### config.mk
export PLATFORM = sky130hd
export DESIGN_NAME = multi_zone_sprinkler
export DESIGN_NICKNAME = d
export VERILOG_FILES = /design/src/rtl/multi_zone_sprinkler.sv
export SDC_FILE = /design/constraint.sdc
export NUM_CORES = 1
export LEC_CHECK = 0
export CORE_MARGIN = 2
export CORE_UTILIZATION = 59
export DETAILED_ROUTE_END_ITERATION = 10
export HOLD_SLACK_MARGIN = 0.12
export PLACE_DENSITY = 0.8
export REMOVE_ABC_BUFFERS = 1
export SKIP_LAST_GASP = 1
export SYNTH_ARGS = -nofsm -noshare
export SYNTH_HDL_FRONTEND = slang
export SYNTH_SLANG_ARGS = --single-unit
### constraint.sdc
create_clock -name clk -period 2.75 [get_ports clk]
set_input_delay 0.825 -clock clk [delete_from_list [all_inputs] [get_ports clk]]
set_output_delay 0.825 -clock clk [all_outputs]
set_load 0.02 [all_outputs]
### src/rtl/multi_zone_sprinkler.sv
// multi_zone_sprinkler
//   N-zone irrigation sequencer. A start in IDLE latches skip_mask and waters
//   every unmasked zone in ascending order. Each zone stays open for WATER_TICKS
//   cycles, and a PAUSE_TICKS all-closed gap separates consecutive zones.
//   stop_button aborts the run from any busy state.
//
// Ports
//   clk, rst      : clock, synchronous active-high reset
//   start_button  : start request, honoured only in IDLE
//   stop_button   : abort request, honoured while busy
//   skip_mask     : bit i=1 skips zone i (latched at start)
//   valve_open    : one-hot (or zero) valve drive
//   active_zone   : zone being watered, or next to be watered during PAUSE
//   busy          : high whenever not IDLE
//   cycle_done    : one-cycle pulse on normal completion
//
// All outputs decode registered state only, so no input reaches an output
// combinationally.
module multi_zone_sprinkler #(
    parameter int NUM_ZONES   = 4,
    parameter int ZONE_W      = 2,
    parameter int WATER_TICKS = 100,
    parameter int PAUSE_TICKS = 50,
    parameter int CNT_W       = 32
) (
    input  logic                 clk,
    input  logic                 rst,
    input  logic                 start_button,
    input  logic                 stop_button,
    input  logic [NUM_ZONES-1:0] skip_mask,
    output logic [NUM_ZONES-1:0] valve_open,
    output logic [ZONE_W-1:0]    active_zone,
    output logic                 busy,
    output logic                 cycle_done
);

    typedef enum logic [1:0] {IDLE, WATER, PAUSE} state_t;

    localparam logic [CNT_W-1:0] WATER_LAST = CNT_W'(WATER_TICKS - 1);
    localparam logic [CNT_W-1:0] PAUSE_LAST = CNT_W'(PAUSE_TICKS - 1);

    state_t               state_q, state_d;
    logic [CNT_W-1:0]     timer_q, timer_d;
    logic [NUM_ZONES-1:0] mask_q,  mask_d;
    logic [ZONE_W-1:0]    zone_q,  zone_d;
    logic                 done_q,  done_d;

    // first_zone: lowest unmasked index of the incoming mask (used at start).
    // next_zone : lowest unmasked index above zone_q in the latched mask.
    // The loops run downward, so the last hit is the lowest matching index.
    logic [ZONE_W-1:0] first_zone, next_zone;
    logic              has_next;

    always_comb begin
        first_zone = '0;
        next_zone  = '0;
        has_next   = 1'b0;
        for (int i = NUM_ZONES - 1; i >= 0; i--) begin
            if (!skip_mask[i])
                first_zone = ZONE_W'(i);
            if (!mask_q[i] && (i > int'(zone_q))) begin
                next_zone = ZONE_W'(i);
                has_next  = 1'b1;
            end
        end
    end

    always_ff @(posedge clk) begin
        if (rst) begin
            state_q <= IDLE;
            timer_q <= '0;
            mask_q  <= '0;
            zone_q  <= '0;
            done_q  <= 1'b0;
        end else begin
            state_q <= state_d;
            timer_q <= timer_d;
            mask_q  <= mask_d;
            zone_q  <= zone_d;
            done_q  <= done_d;
        end
    end

    always_comb begin
        state_d = state_q;
        timer_d = timer_q;
        mask_d  = mask_q;
        zone_d  = zone_q;
        done_d  = 1'b0;
        case (state_q)
            IDLE: begin
                // An all-ones mask would leave nothing to water, so the start is dropped.
                if (start_button && !stop_button && !(&skip_mask)) begin
                    state_d = WATER;
                    mask_d  = skip_mask;
                    zone_d  = first_zone;
                    timer_d = '0;
                end
            end
            WATER: begin
                if (stop_button) begin
                    state_d = IDLE;
                    zone_d  = '0;
                    timer_d = '0;
                end else if (timer_q == WATER_LAST) begin
                    timer_d = '0;
                    if (has_next) begin
                        state_d = PAUSE;
                        zone_d  = next_zone;
                    end else begin
                        state_d = IDLE;
                        zone_d  = '0;
                        done_d  = 1'b1;
                    end
                end else begin
                    timer_d = timer_q + CNT_W'(1);
                end
            end
            PAUSE: begin
                if (stop_button) begin
                    state_d = IDLE;
                    zone_d  = '0;
                    timer_d = '0;
                end else if (timer_q == PAUSE_LAST) begin
                    state_d = WATER;
                    timer_d = '0;
                end else begin
                    timer_d = timer_q + CNT_W'(1);
                end
            end
            default: begin
                state_d = IDLE;
                zone_d  = '0;
                timer_d = '0;
            end
        endcase
    end

    // Each valve decodes its own index against the registered zone.
    for (genvar g = 0; g < NUM_ZONES; g++) begin : g_valve
        assign valve_open[g] = (state_q == WATER) && (zone_q == ZONE_W'(g));
    end

    assign active_zone = zone_q;
    assign busy        = (state_q != IDLE);
    assign cycle_done  = done_q;

endmodule

* Word level (Yosys, flattened, before mapping)
Cells that the tools add are included.
** Word-level totals
- Logic and storage cells :: 74
- Register bits after elaboration :: 41
** Operators by class
- Bitwise logic cells :: 2
- Eq/ne operators :: 11
- $add $sub $neg :: 1
- Mux-type cells :: 30
- $lt $le $gt $ge :: 3
- Reductions and logical operators :: 22
** Operator list (number)
- 32-bit 2-to-1 mux :: 5
- 32-bit case mux with 3 select lines :: 1
- 2-bit 2-to-1 mux :: 18
- 32-bit by 1-bit adder with 32-bit output, second input constant :: 1
- 32-bit by 6-bit == test with 1-bit output, second input constant :: 1
- 32-bit by 7-bit == test with 1-bit output, second input constant :: 1
- 2-bit case mux with 3 select lines :: 2
- 1-bit logical AND :: 9
- 2-bit == test, second input constant :: 3
- 3-bit inequality test, second input constant :: 2
- 3-bit AND reduction :: 2
- 1-bit logical NOT :: 5
- 2-bit by 1-bit == test with 1-bit output, second input constant :: 2
- 2-bit > comparator, first input constant :: 2
- 2-bit logical NOT :: 2
- 1-bit 2-to-1 mux :: 4
- 2-bit inequality test, second input constant :: 2
- 4-bit AND reduction :: 1
- 4-bit OR reduction :: 1
- 1-bit by 2-bit > comparator with 1-bit output, first input constant :: 1
- 1-bit NOT :: 2
- 2-bit AND reduction :: 1
- 2-bit nonzero test :: 1

* Logic depth before layout (Yosys ltp)
- Depth after elaboration :: 9
- Depth in mapped cells :: 8
- Gate-level depth less buffers :: 7

* Least setup slack after synthesis
OpenSTA, ideal clock, no wires.
- Path kind :: input -> register
- Start point :: in skip_mask[0]
- End point :: reg timer_q[31]
- Slack :: 387 ps
- Path buffers :: 0
- Cell stages on the path :: 5
- Data required time :: 2664 ps
- Data arrival time :: 2277 ps
- Cell sequence :: and4_1 -> o21ai_2 -> nand4_4 -> or4_1 -> a221oi_2
** Between the ends
- Longest elaborated chain between the ends :: 4
** Ends and longest elaborated chain
- start: declaration :: line 30 : input logic [NUM_ZONES-1:0] skip_mask,
- 4-bit AND reduction :: line 93 : if (start_button && !stop_button && !(&skip_mask)) begin
- 1-bit logical NOT :: line 93
- 1-bit logical AND :: line 93
- 2-bit inequality test (no source line)
- end signal: assignment :: line 77 : timer_q <= timer_d;
- end: declaration :: line 43 : logic [CNT_W-1:0] timer_q, timer_d;
Every way passes these cells.
A chain may end at the register's enable or synchronous reset.

* Final worst setup path
- Start point :: reg state_q[0]
- End point :: out busy
** Between the ends
- Longest elaborated chain between the ends :: 1
** Ends and longest elaborated chain
- start: declaration :: line 42 : state_t state_q, state_d;
- start signal: assignment :: line 76 : state_q <= state_d;
- 2-bit nonzero test :: line 145 : assign busy = (state_q != IDLE);
- end: declaration :: line 33 : output logic busy,
Every way passes these cells.

==> metrics.md <==
| Metric | Value |
|---|---|
| First-pass GRT wire length | `9.71 mm` |
| Startpoint Class | `flop` |
| Core Area | `4000 µm²` |
| Crit path kind | `reg -> out` |
| Gr usage total | `27.4%` |
| Row count | `23` |
| Area share of the largest cell type after synthesis | `32.6%` |
| Sequential element share of the synthesized area | `32.6%` |
| Inserted Clock Buffers | `5` |
| Period utilisation layout | `95.8%` |
| Post-route ant nets | `0` |
| # diodes | `0` |
| Reg clk slew, reported paths | `0.07 ns` |
| Initial antenna violation count | `0` |
| DR pass1 iterations | `4` |
| Vias | `2330` |
| Skew final | `0.0111 ns` |
| Pin count of the biggest net entering global routing | `33` |
| Worst-case reg-to-reg path depth | `5` |
| Synth warn | `0` |
| Clock root cell | `clkbuf_8` |
| Count of mapped cells out of synthesis | `285` |
| Worst-margin pin slew | `0.757 ns` |
| Yosys reg bits | `40` |
| DRC violations left | `0` |
| Hold_ws | `0.508 ns` |
| Synth Flop Type | `dfxtp_1` |
| EDFF count, synth | `0` |
| Crit path time final | `2.63 ns` |
| Hold Path Class | `reg -> reg` |
| CTS sink cnt | `40` |
| Syn avg cell area | `8.62 µm²` |
| Setup crit start | `state_q[0]` |
| Critical path arrival | `1.81 ns` |
| Status | `finished clean` |
| Clock Latency Late Sink | `0.30 ns` |
| Most frequent cells in the layout | `dfxtp_1 (40), nand2_1 (22), a211oi_1 (20)` |
| Fin. max-slew vios | `0` |
| Starting density of the core | `61.4%` |
| Area grow syn2layout | `15.3%` |
| Synth Cell Area | `2460 µm²` |
| Post_cts resized | `0` |
| Fillcell total | `323` |
| Hold path start | `timer_q[1]` |
| Routed wire length | `5.88 mm` |
| Asr flop ratio synth | `0%` |
| Final-report setup violation count | `0` |
| Die height | `68.5 µm` |
| Number of DRC markers in iteration 0 | `160` |
| Post-synth cell types | `49` |
| Final hold violation count | `0` |
| Reg2reg start | `timer_q[8]` |
| CTS tree | `yes` |
| Endpoint class of the critical path | `output pin` |
| Total power divided by cell area | `515 nW/µm²` |
| Die Footprint | `4700 µm²` |
| Die Width | `68.5 µm` |
| Max VDD drop | `0.346 mV` |
| GRT overflow | `0` |
| Vias/cell | `6.54` |
| Port bufs | `15` |
| Max-cap violations | `0` |
| Final Instance Area | `2830 µm²` |
| Num ports | `16` |
| GP Congestion | `0.830` |
| RSZ-0062 raised after global routing | `no` |
| WL per Instance | `16.5 µm` |
| Max transition margin | `49.3%` |
| Vias in the first global route | `2117` |
| Nets@finish | `319` |
| Leakage | `0.902 nW` |
| DP Wirelength | `4.07 mm` |
| Share of cells above drive strength 1 | `11.1%` |
| Number of setup buffers added after CTS | `0` |
| FMAX | `0.380 GHz` |
| Largest area contributor in the netlist | `dfxtp_1` |
| Clk buf depth | `2` |
| H-tree Lvls | `2` |
| CP Max Fanout | `5` |
| DP Area | `2700 µm²` |
| Hold Crit Depth | `2` |
| Worst path required time | `1.93 ns` |
| Synth area leaders | `dfxtp_1 (33%), a211oi_1 (6.1%), nand4_1 (4.8%), xor2_1 (4.3%), nand2_1 (3.4%)` |
| Commonest non-fill, non-tap cell in the layout | `dfxtp_1` |
| CTS Hold Bufs | `0` |
-- final cells by class --
type	instances	area, µm²	area share, %
Clock buffer	7	96.3	3.40
Clock inverter	1	30.0	1.06
Tap cell	50	62.6	2.21
Multi-Input combinational cell	218	1540	54.5
Inverter	11	41.3	1.46
Sequential cell	40	801	28.3
Timing Repair Buffer	29	258	9.10
-- final timing paths --
kind,to,slack (ns)
setup / recovery,busy,0.12
setup reg to reg,timer_q[27],0.27
hold reg to reg,timer_q[1],0.51
hold / removal,timer_q[1],0.51
-- metal layers --
metal,vias up,share of wire (%),GRT usage (%)
met3,17,5.3,5.03
met4,0,1.9,11.8
met2,75,46,43.4
li1,1144,-,-
met1,1094,47,36.5
met5,-,0,0
-- state kept, by name (all words and copies together), names as in the netlist --
name	cells
timer_q	32
mask_q	3
active_zone	2
state_q	2
cycle_done	1
-- worst max-delay path, cell delays in order (launching register included) --
cell and delay, ns:
dfxtp_1 0.41, inv_1 0.09, ha_1 0.28, inv_1 0.12
clkdlybuf4s50_1 0.60
-- stage by stage --
step	cells	total power [W]	util, %	setup TNS [ns]	setup WS, ns
after detailed placement	348	0.000934	67.6	-0.0120	-0.0120
after global placement	348	0.000930	67.6	0	0.0333
after global routing	356	0.00151	70.8	0	0.0118
after CTS	356	0.00146	70.8	0	0.0672
final	356	0.00146	70.8	0	0.116
after floorplan	269	0.000803	-	-2.07	-0.370
-- synthesized netlist by cell type (3+ instances only) --
master / instances
nand4_1: 19
xnor2_1: 8
and3_1: 3
o21ai_0: 12
xor2_1: 12
clkbuf_1: 12
nor2_1: 10
o31ai_1: 4
a211oi_1: 20
dfxtp_1: 40
ha_1: 6
nand3_1: 8
nor4_1: 12
a31oi_1: 3
a221oi_1: 7
or4_1: 4
and4_1: 7
and2_1: 5
or3_1: 7
nor3_1: 6
inv_1: 11
nand2_1: 22
o211ai_1: 3
a21oi_1: 10
-- kinds of logic after synthesis --
| group | share of synthesized area [%] |
|---|---|
| and+or+nand+nor | 30.1 |
| AOI/OAI and AO/OA | 21.4 |
| DFF | 32.6 |
| buffers and inverters | 4.89 |
| xor gates and xnor gates | 7.13 |
| adders and majority gates | 3.05 |
| muxes | 0.815 |
-- power breakdown --
| group | total [W] | switching, W | internal [W] |
|---|---|---|---|
| Combinational | 0.000320 | 0.000206 | 0.000114 |
| Clock | 0.000533 | 0.000212 | 0.000320 |
| Sequential | 0.000607 | 0.0000167 | 0.000590 |
(Power assumes the default switching activity.)
